### src/rtl/soc_mem_arbiter.sv
`default_nettype none
// ============================================================================
// soc_mem_arbiter : two-master Avalon-MM arbiter in front of one 1-cycle RAM
// Revision 1.0
// ============================================================================
module soc_mem_arbiter #(
    parameter int ADDR_W     = 7,
    parameter int DATA_W     = 16,
    parameter int BE_W       = DATA_W / 8,
    parameter int FIXED_PRIO = 0
) (
    input  logic              clk,
    input  logic              reset,
    input  logic              hold,

    input  logic [ADDR_W-1:0] m0_address,
    input  logic [BE_W-1:0]   m0_byteenable,
    input  logic              m0_read,
    input  logic              m0_write,
    input  logic [DATA_W-1:0] m0_writedata,
    output logic              m0_waitrequest,
    output logic [DATA_W-1:0] m0_readdata,
    output logic              m0_readdatavalid,

    input  logic [ADDR_W-1:0] m1_address,
    input  logic [BE_W-1:0]   m1_byteenable,
    input  logic              m1_read,
    input  logic              m1_write,
    input  logic [DATA_W-1:0] m1_writedata,
    output logic              m1_waitrequest,
    output logic [DATA_W-1:0] m1_readdata,
    output logic              m1_readdatavalid,

    output logic [ADDR_W-1:0] ram_address,
    output logic [BE_W-1:0]   ram_byteenable,
    output logic              ram_chipselect,
    output logic              ram_write,
    output logic [DATA_W-1:0] ram_writedata,
    output logic              ram_clken,
    input  logic [DATA_W-1:0] ram_readdata
);

    logic              w_req0;
    logic              w_req1;
    logic              w_grant0;
    logic              w_grant1;
    logic              w_any;
    logic              w_is_write;
    logic [ADDR_W-1:0] w_addr;
    logic [BE_W-1:0]   w_be;
    logic [DATA_W-1:0] w_wdata;

    logic              r_last_m1;
    logic              r_s1_valid;
    logic              r_s1_id;
    logic              r_s2_valid;
    logic              r_s2_id;

    assign w_req0 = m0_read | m0_write;
    assign w_req1 = m1_read | m1_write;

    // Reset is folded in so both masters see waitrequest while it is held.
    always_comb begin
        w_grant0 = 1'b0;
        w_grant1 = 1'b0;
        if (!hold && !reset) begin
            if (w_req0 && !w_req1) begin
                w_grant0 = 1'b1;
            end else if (w_req1 && !w_req0) begin
                w_grant1 = 1'b1;
            end else if (w_req0 && w_req1) begin
                if ((FIXED_PRIO != 0) || r_last_m1) begin
                    w_grant0 = 1'b1;
                end else begin
                    w_grant1 = 1'b1;
                end
            end
        end
    end

    assign w_any          = w_grant0 | w_grant1;
    assign m0_waitrequest = ~w_grant0;
    assign m1_waitrequest = ~w_grant1;
    assign w_is_write     = w_grant1 ? m1_write      : m0_write;
    assign w_addr         = w_grant1 ? m1_address    : m0_address;
    assign w_be           = w_grant1 ? m1_byteenable : m0_byteenable;
    assign w_wdata        = w_grant1 ? m1_writedata  : m0_writedata;
    assign ram_clken      = 1'b1;

    always_ff @(posedge clk or posedge reset) begin
        if (reset) begin
            ram_address      <= '0;
            ram_byteenable   <= '0;
            ram_writedata    <= '0;
            ram_chipselect   <= 1'b0;
            ram_write        <= 1'b0;
            r_last_m1        <= 1'b1;
            r_s1_valid       <= 1'b0;
            r_s1_id          <= 1'b0;
            r_s2_valid       <= 1'b0;
            r_s2_id          <= 1'b0;
            m0_readdata      <= '0;
            m1_readdata      <= '0;
            m0_readdatavalid <= 1'b0;
            m1_readdatavalid <= 1'b0;
        end else begin
            ram_chipselect <= w_any;
            ram_write      <= w_any & w_is_write;
            if (w_any) begin
                ram_address    <= w_addr;
                ram_byteenable <= w_be;
                ram_writedata  <= w_wdata;
                r_last_m1      <= w_grant1;
            end

            // Read tracker: stage 1 follows the RAM address, stage 2 the RAM data.
            r_s1_valid <= w_any & ~w_is_write;
            r_s1_id    <= w_grant1;
            r_s2_valid <= r_s1_valid;
            r_s2_id    <= r_s1_id;

            m0_readdatavalid <= r_s2_valid & ~r_s2_id;
            m1_readdatavalid <= r_s2_valid & r_s2_id;
            if (r_s2_valid && !r_s2_id) begin
                m0_readdata <= ram_readdata;
            end
            if (r_s2_valid && r_s2_id) begin
                m1_readdata <= ram_readdata;
            end
        end
    end

endmodule
`default_nettype wire

### config.mk
export PLATFORM = sky130hd
export DESIGN_NAME = soc_mem_arbiter
export DESIGN_NICKNAME = d
export VERILOG_FILES = /design/src/rtl/soc_mem_arbiter.sv
export SDC_FILE = /design/constraint.sdc
export NUM_CORES = 1
export LEC_CHECK = 0
export BUFFER_PORTS_ARGS = -buffer_cell sky130_fd_sc_hd__buf_2
export CORE_AREA = 8 8 98 100
export CTS_CLUSTER_DIAMETER = 30
export DETAILED_ROUTE_END_ITERATION = 8
export DIE_AREA = 0 0 106 108
export PLACE_DENSITY = 0.67
export SYNTH_ARGS = -nofsm -noshare
export SYNTH_HDL_FRONTEND = slang
export SYNTH_SLANG_ARGS = --single-unit
### constraint.sdc
create_clock -name clk -period 2.6 [get_ports clk]
set_input_delay 0.52 -clock clk [delete_from_list [all_inputs] [get_ports clk]]
set_output_delay 0.52 -clock clk [all_outputs]
set_load 0.02 [all_outputs]
Word-level counts from Yosys, hierarchy flattened
Cells that the tools add are included.
{"block": "word_totals", "register_bits": 66, "out_inout_bits": 64}
{"block": "classes", "muxes": 14, "bitwise_logic": 11, "n_reduce_logical": 11}
{"operator": "16-bit two-way mux", "n": 1}
{"operator": "1-bit two-way mux", "n": 11}
{"operator": "7-bit two-way mux", "n": 1}
{"operator": "1-bit logical AND", "n": 6}
{"operator": "1-bit logical NOT", "n": 5}
{"operator": "1-bit AND", "n": 4}
{"operator": "1-bit inverter", "n": 4}
{"operator": "1-bit bitwise OR", "n": 3}
{"operator": "2-bit two-way mux", "n": 1}

Longest topological paths before layout
Gate-level depths: netlist (run 1).
{"block": "depth", "depth_word": 9, "depth_mapped": 6}

Worst setup path before layout (run 1)
OpenSTA, ideal clock, no wires.
{"block": "synth_path", "path_kind": "input port to output port", "start": "input m1_write", "end": "output m0_waitrequest", "t_arrival_ns": 1.476, "required_ns": 2.080, "path_slack_ns": 0.604, "path_stages": 4, "n_path_buf": 1, "path_cell_list": "or2_1 -> a211oi_4 -> buf_2 -> inv_1"}
{"block": "synth_between", "elab_chain_cells": 7, "word_cells_on_any_way": 10}
{"item": "start, declared", "line_no": "28", "source": "input logic m1_write,"}
{"item": "1-bit bitwise OR *", "line_no": "60", "source": "assign w_req1 = m1_read | m1_write;"}
{"item": "1-bit logical AND", "line_no": "71", "source": "end else if (w_req0 && w_req1) begin"}
{"item": "1-bit two-way mux", "line_no": "71"}
{"item": "1-bit two-way mux", "line_no": "69", "source": "end else if (w_req1 && !w_req0) begin"}
{"item": "1-bit two-way mux *", "line_no": "67", "source": "if (w_req0 && !w_req1) begin"}
{"item": "1-bit two-way mux *", "line_no": "66", "source": "if (!hold && !reset) begin"}
{"item": "1-bit inverter *", "line_no": "82", "source": "assign m0_waitrequest = ~w_grant0;"}
{"item": "end, declared", "line_no": "21", "source": "output logic m0_waitrequest,"}
Every way passes the cells marked *; elsewhere a longest branch is shown, timed or not.

Worst setup path in the final report (run 1)
{"block": "layout_path", "start": "input m0_write", "end": "output m1_waitrequest"}
{"block": "layout_between", "elab_chain_cells": 7, "word_cells_on_any_way": 10}
{"item": "start, declared", "line_no": "19", "source": "input logic m0_write,"}
{"item": "1-bit bitwise OR *", "line_no": "59", "source": "assign w_req0 = m0_read | m0_write;"}
{"item": "1-bit logical AND / 1-bit logical NOT (equally long branches)", "line_no": "71, 69"}
{"item": "1-bit two-way mux / 1-bit logical AND (equally long branches)", "line_no": "71, 69"}
{"item": "1-bit two-way mux", "line_no": "69"}
{"item": "1-bit two-way mux *", "line_no": "67"}
{"item": "1-bit two-way mux *", "line_no": "66"}
{"item": "1-bit inverter *", "line_no": "83", "source": "assign m1_waitrequest = ~w_grant1;"}
{"item": "end, declared", "line_no": "30", "source": "output logic m1_waitrequest,"}
Marks and branches as above.

==> results of run 1 <==
state kept, by name, indices dropped and copies added (netlist names):
signal and count:
r_last_m1 1, m0_readdata 16, ram_byteenable 2, r_s1_valid 1, ram_writedata 16, r_s2_valid 1, m1_readdatavalid 1, ram_write 1
r_s1_id 1, m1_readdata 16, ram_chipselect 1, r_s2_id 1, ram_address 7, m0_readdatavalid 1
worst max-delay path: stages:
cell	delay, ps
buf_2	120
o21ai_0	220
and3_1	510
inv_1	110
buf_2	180
where the power goes:
group	switching [W]	internal, W
logic	0.000546	0.000412
clock network	0.000372	0.000333
registers	0.000106	0.00126
cell usage in the layout (no fill, tap or decap):
master	count
a21boi_0	1
and3_1	2
buf_4	4
clkbuf_8	9
dfstp_2	1
inv_1	4
a211oi_4	1
inv_2	1
nor2_2	1
a221o_1	25
or2_1	2
nand2_1	1
a21boi_2	11
a21oi_1	1
buf_12	1
nand3_1	1
clkinvlp_4	2
nor2b_1	1
o21ai_0	2
conb_1	1
nor2_1	2
buf_2	135
dfrtp_1	65
clkinv_2	4
a21boi_1	14
mux2_2	32
or4_4	1
o31ai_1	1
routing by layer:
metal,vias to the layer above,routed length [um],track usage
met5,-,0,0
met4,0,114,0.0543
met2,96,3460,0.201
li1,967,-,-
met1,1010,3270,0.154
met3,12,563,0.0422
cell type report:
cell class                 instances  area, sq um  area share
timing repair buffer             140          726       0.199
inverter                           5         18.8     0.00515
clock inverter                     6         35.0     0.00961
multi-input combinational        100          958       0.263
tap                              105          131      0.0360
sequential                        66         1650       0.453
clock buffer                       9          124      0.0340
final timing paths:
path                       slack, ps       from  cells past startpoint                end
min reg2reg                      350    r_s1_id                      0            r_s2_id
min in group clk                 350    r_s1_id                      0            r_s2_id
max reg2reg                      810  r_last_m1                      4  ram_writedata[10]
min                              270      reset                      3          ram_write
max in group asynchronous       2020      reset                      3  ram_writedata[15]
max                              410   m0_write                      5     m1_waitrequest
synth_stat cells:
| cell type | instances | area, sq um |
|---|---|---|
| a211oi_4 | 1 | 20.0 |
| a21boi_0 | 1 | 7.51 |
| a21boi_1 | 14 | 105 |
| a21boi_2 | 11 | 124 |
| a21oi_1 | 1 | 5.00 |
| a221o_1 | 25 | 250 |
| and3_1 | 2 | 12.5 |
| buf_2 | 6 | 30.0 |
| buf_4 | 1 | 7.51 |
| buf_6 | 4 | 45.0 |
| buf_8 | 2 | 30.0 |
| clkbuf_1 | 1 | 3.75 |
| conb_1 | 1 | 3.75 |
| dfrtp_1 | 65 | 1630 |
| dfstp_2 | 1 | 26.3 |
| inv_1 | 5 | 18.8 |
| mux2_2 | 32 | 360 |
| nand2_1 | 1 | 3.75 |
| nand3_1 | 1 | 5.00 |
| nor2_1 | 2 | 7.51 |
| nor2_2 | 1 | 6.26 |
| nor2b_1 | 1 | 6.26 |
| o21ai_0 | 2 | 10.0 |
| o31ai_1 | 1 | 7.51 |
| or2_1 | 2 | 12.5 |
| or4_4 | 1 | 11.3 |
cells by family after synthesis:
logic type / after synthesis / synth area share
simple gates: 11 / 0.0237
buf+inv: 19 / 0.0492
mux: 32 / 0.131
other cells: 1 / 0.00137
compound gates: 56 / 0.193
flops: 66 / 0.602
stage by stage:
| step | total power, W | util | setup WS (ps) | std cells |
|---|---|---|---|---|
| 6_report | 0.00302 | 0.453 | 413 | 431 |
| 3_3_place_gp | 0.00233 | 0.433 | 467 | 416 |
| 5_1_grt | 0.00319 | 0.453 | 289 | 431 |
| 2_1_floorplan | 0.00198 | - | 427 | 185 |
| 3_5_place_dp | 0.00236 | 0.433 | 420 | 416 |
| 4_1_cts | 0.00308 | 0.453 | 405 | 431 |
==> results.toml, run 1 <==
[global_route]
grt_max_degree = 67
grt-ovfl-total = 0
grt_pass1_wl_um = 11600
track_usage = 0.126
grt_pass1_vias = 2293
grt_antenna_before_repair = 0

[floorplan]
dieWidth_um = 106
io_pins = 137
die_area_sq_um = 11400
rows = 33
start_util = 0.341
fp.dieH_um = 108
coreArea_sq_um = 8050

[timing]
rsz0062_at_grt = "no"
fin_crit_ps = 2190
finClkSkew_ps = 6.51
timing.hold.ws_ps = 266
hold_viol_final = 0
tns_ps = 0
setup_viol = 0
finalMaxSlewViolations = 0
relSlewSlack = 0.498
period_share = 0.841
fmax_mhz = 457
worstMarginPinSlew_ps = 751

[route]
routedWlPerCell_um = 17.2
routed_wl_um = 7400
vias = 2085
dr.first_iter.drc_count = 80
ant_nets = 0
drc = 0
firstDrtPassIters = 4
via_per_inst = 4.84

[clocking]
clk_pin_slew_worst_paths_ps = 70
clockBufferDepth = 2
holdBufCountCts = 0
clk_latency_ps = 330
cts_root_buf = "clkbuf_8"
h-tree-depth = 3
cts_num_sinks = 66
cts_tree = "done"
postCtsSetupRepairBufs = 0
cts_buffers = 9
cts_resized = 0

[power]
leakage_nw = 1.82
peakVddDrop_v = 0.000229
p_per_area_nw_per_um2 = 829

[setup_path]
critPathMaxFanout = 12
crit_type = "in -> out"
crit_arrival_ps = 1670
cp-end-kind = "output port"
critPathLaunchType = "primary input"
cp.required_ps = 2080

[synth]
ys_seq_area_frac = 0.602
syn_area_sq_um = 2750
synth_cells = 185
syn-num-nets = 258
yosysWarningCount = 0
syn-mean-instance-area_sq_um = 14.8
synth-seq-cells = 66
ys_types = 26

[final_layout]
fillers = 771
drive_gt1_frac = 0.623
diodes = 0
final_area_sq_um = 3650
syn_to_final_growth_pct = 32.8
final_nets = 395

[flow_run]
maxCapViolCount = 0

[placement]
place_congestion = 0.735
dp_hpwl_um = 5480
portBuffers = 135
dpl_cell_area_sq_um = 3490

[worst_hold_path]
hp-class = "in -> async"

[run_status]
status = "complete, no violations"
Note: power is estimated with default switching activity, not from simulation.
==> run 2: changes to the inputs <==
==> constraint.sdc (replaced) <==
create_clock -name clk -period 2.3 [get_ports clk]
set_input_delay 0.46 -clock clk [delete_from_list [all_inputs] [get_ports clk]]
set_output_delay 0.46 -clock clk [all_outputs]
set_load 0.02 [all_outputs]
==> run 2 against run 1 <==
Cell count rose by 0.93%. Sequential power is 13% higher. Clock-buffer cell count grew 2. Highest routed layer unchanged. Clock power is 31% higher. Setup slack worse by 11 ps. Critical path type is now reg -> out. Via count grew 0.29%. Critical path depth down 1. Hold slack worse by 110 ps. Global-route usage down 0.051 points. Die area stayed put.
==> results.toml, run 2 (synthesized netlist as in run 1, its figures left out) <==
[power]
clkPwrFrac = 0.259
p_per_area_nw_per_um2 = 961
power_frac_seq = 0.435
intPower_w = 0.00239
p_comb_frac = 0.306
p_sw_frac = 0.328
leakage_nw = 1.84
peakVddDrop_v = 0.000321
power_switching_w = 0.00117
power_w = 0.00355

[setup_path]
crit_slowest_cell = "dfstp_2"
cp_slowest_stage_delay_ps = 540
crit_type = "reg -> out"
critPathLaunchType = "register"
worstPathCellList = "o21ai_0, and3_1, inv_1, buf_2"
critPathMaxFanout = 3
cp-end-kind = "output port"
crit_arrival_ps = 1440
cp.required_ps = 1840

[route]
dr.first_iter.drc_count = 67
routed_wl_um = 7390
via_per_inst = 4.81
routedWlPerCell_um = 17.0
vias = 2091
firstDrtPassIters = 4
ant_nets = 0
drc = 0

[timing]
period_share = 0.825
finClkSkew_ps = 6.32
layout_setup_ws_ps = 402
timing.hold.ws_ps = 152
finalMaxSlewViolations = 0
fmax_mhz = 527
hold_viol_final = 0
tns_ps = 0
fin_crit_ps = 1900
setup_viol = 0
rsz0062_at_grt = "no"

[placement]
dp_hpwl_um = 5510
place_congestion = 0.730
place_ws_ps = 481
portBuffers = 135
dpl_cell_area_sq_um = 3510

[clocking]
cts_tree = "done"
postCtsSetupRepairBufs = 0
h-tree-depth = 3
holdBufCountCts = 0
clk_pin_slew_worst_paths_ps = 70
clk_latency_ps = 330
clockBufferDepth = 2
cts_num_sinks = 66
cts_buffers = 9
cts_root_buf = "clkbuf_8"
cts_resized = 0

[floorplan]
dieWidth_um = 106
die_area_sq_um = 11400
rows = 33
io_pins = 137
fp.dieH_um = 108
coreArea_sq_um = 8050
start_util = 0.341

[global_route]
track_usage = 0.126
grt_pass1_vias = 2317
grt_max_degree = 48
grt_pass1_wl_um = 11400
grt-ovfl-total = 0
grt_antenna_before_repair = 0

[flow_run]
maxCapViolCount = 0

[final_layout]
diodes = 0
drive_gt1_frac = 0.621
syn_to_final_growth_pct = 34.6
final_area_sq_um = 3700
reg_top3 = "m0_readdata (16), m1_readdata (16), ram_writedata (16)"
final_cell_mix = "buf_2 (135), dfrtp_1 (65), mux2_2 (32), a221o_1 (25), a21boi_1 (14)"
final_nets = 398
fillers = 761
layout.cells.most_common = "buf_2"

[worst_hold_path]
hp-class = "in -> async"

[run_status]
status = "complete, no violations"
[run 2: layer usage]
layer,track usage,up-vias,routed length (um)
met5,0,-,0
met4,0.0583,0,85
met3,0.0452,8,567
met2,0.198,87,3410
met1,0.152,1023,3330
li1,-,973,-
[run 2: worst paths after layout]
kind / from / to / slack, ps / cells past startpoint
min in group clk: r_s1_id / r_s2_id / 350 / 0
setup / recovery: r_last_m1 / m1_waitrequest / 400 / 4
max in group asynchronous: reset / ram_writedata[1] / 1560 / 3
hold / removal: reset / ram_byteenable[1] / 150 / 2
setup reg to reg: r_last_m1 / ram_address[1] / 730 / 4
hold reg to reg: r_s1_id / r_s2_id / 350 / 0
[run 2: metrics by stage]
stage | utilization | instances
after floorplan | - | 185
after global placement | 0.436 | 419
after detailed placement | 0.436 | 419
after CTS | 0.459 | 435
after global routing | 0.459 | 435
final | 0.459 | 435
[run 2: final cells by class]
| cell class | instances | area [sq um] | share of cell area |
|---|---|---|---|
| clock buffers | 11 | 131 | 0.0355 |
| clock inverters | 5 | 55.1 | 0.0149 |
| inverters | 5 | 18.8 | 0.00508 |
| multi-input cells | 100 | 958 | 0.259 |
| flip-flops and latches | 66 | 1650 | 0.447 |
| well taps | 105 | 131 | 0.0355 |
| repair buffers | 143 | 748 | 0.202 |
[run 2: worst max-delay path: cells and delay by family, from the launching register on]
family | cells | cell delay (ps)
AO/OA/AOI/OAI | 1 | 100
buffers and inverters | 2 | 240
flip-flops | 1 | 540
AND/OR/NAND/NOR | 1 | 230
[run 2: power by group through the flow]
stage / sequential [W] / clock (W) / combinational, W
after global routing: 0.00157 / 0.000993 / 0.00117
after CTS: 0.00154 / 0.000953 / 0.00110
after detailed placement: 0.00156 / 0 / 0.00110
after floorplan: 0.00187 / 0 / 0.000368
final: 0.00154 / 0.000921 / 0.00109
after global placement: 0.00155 / 0 / 0.00108
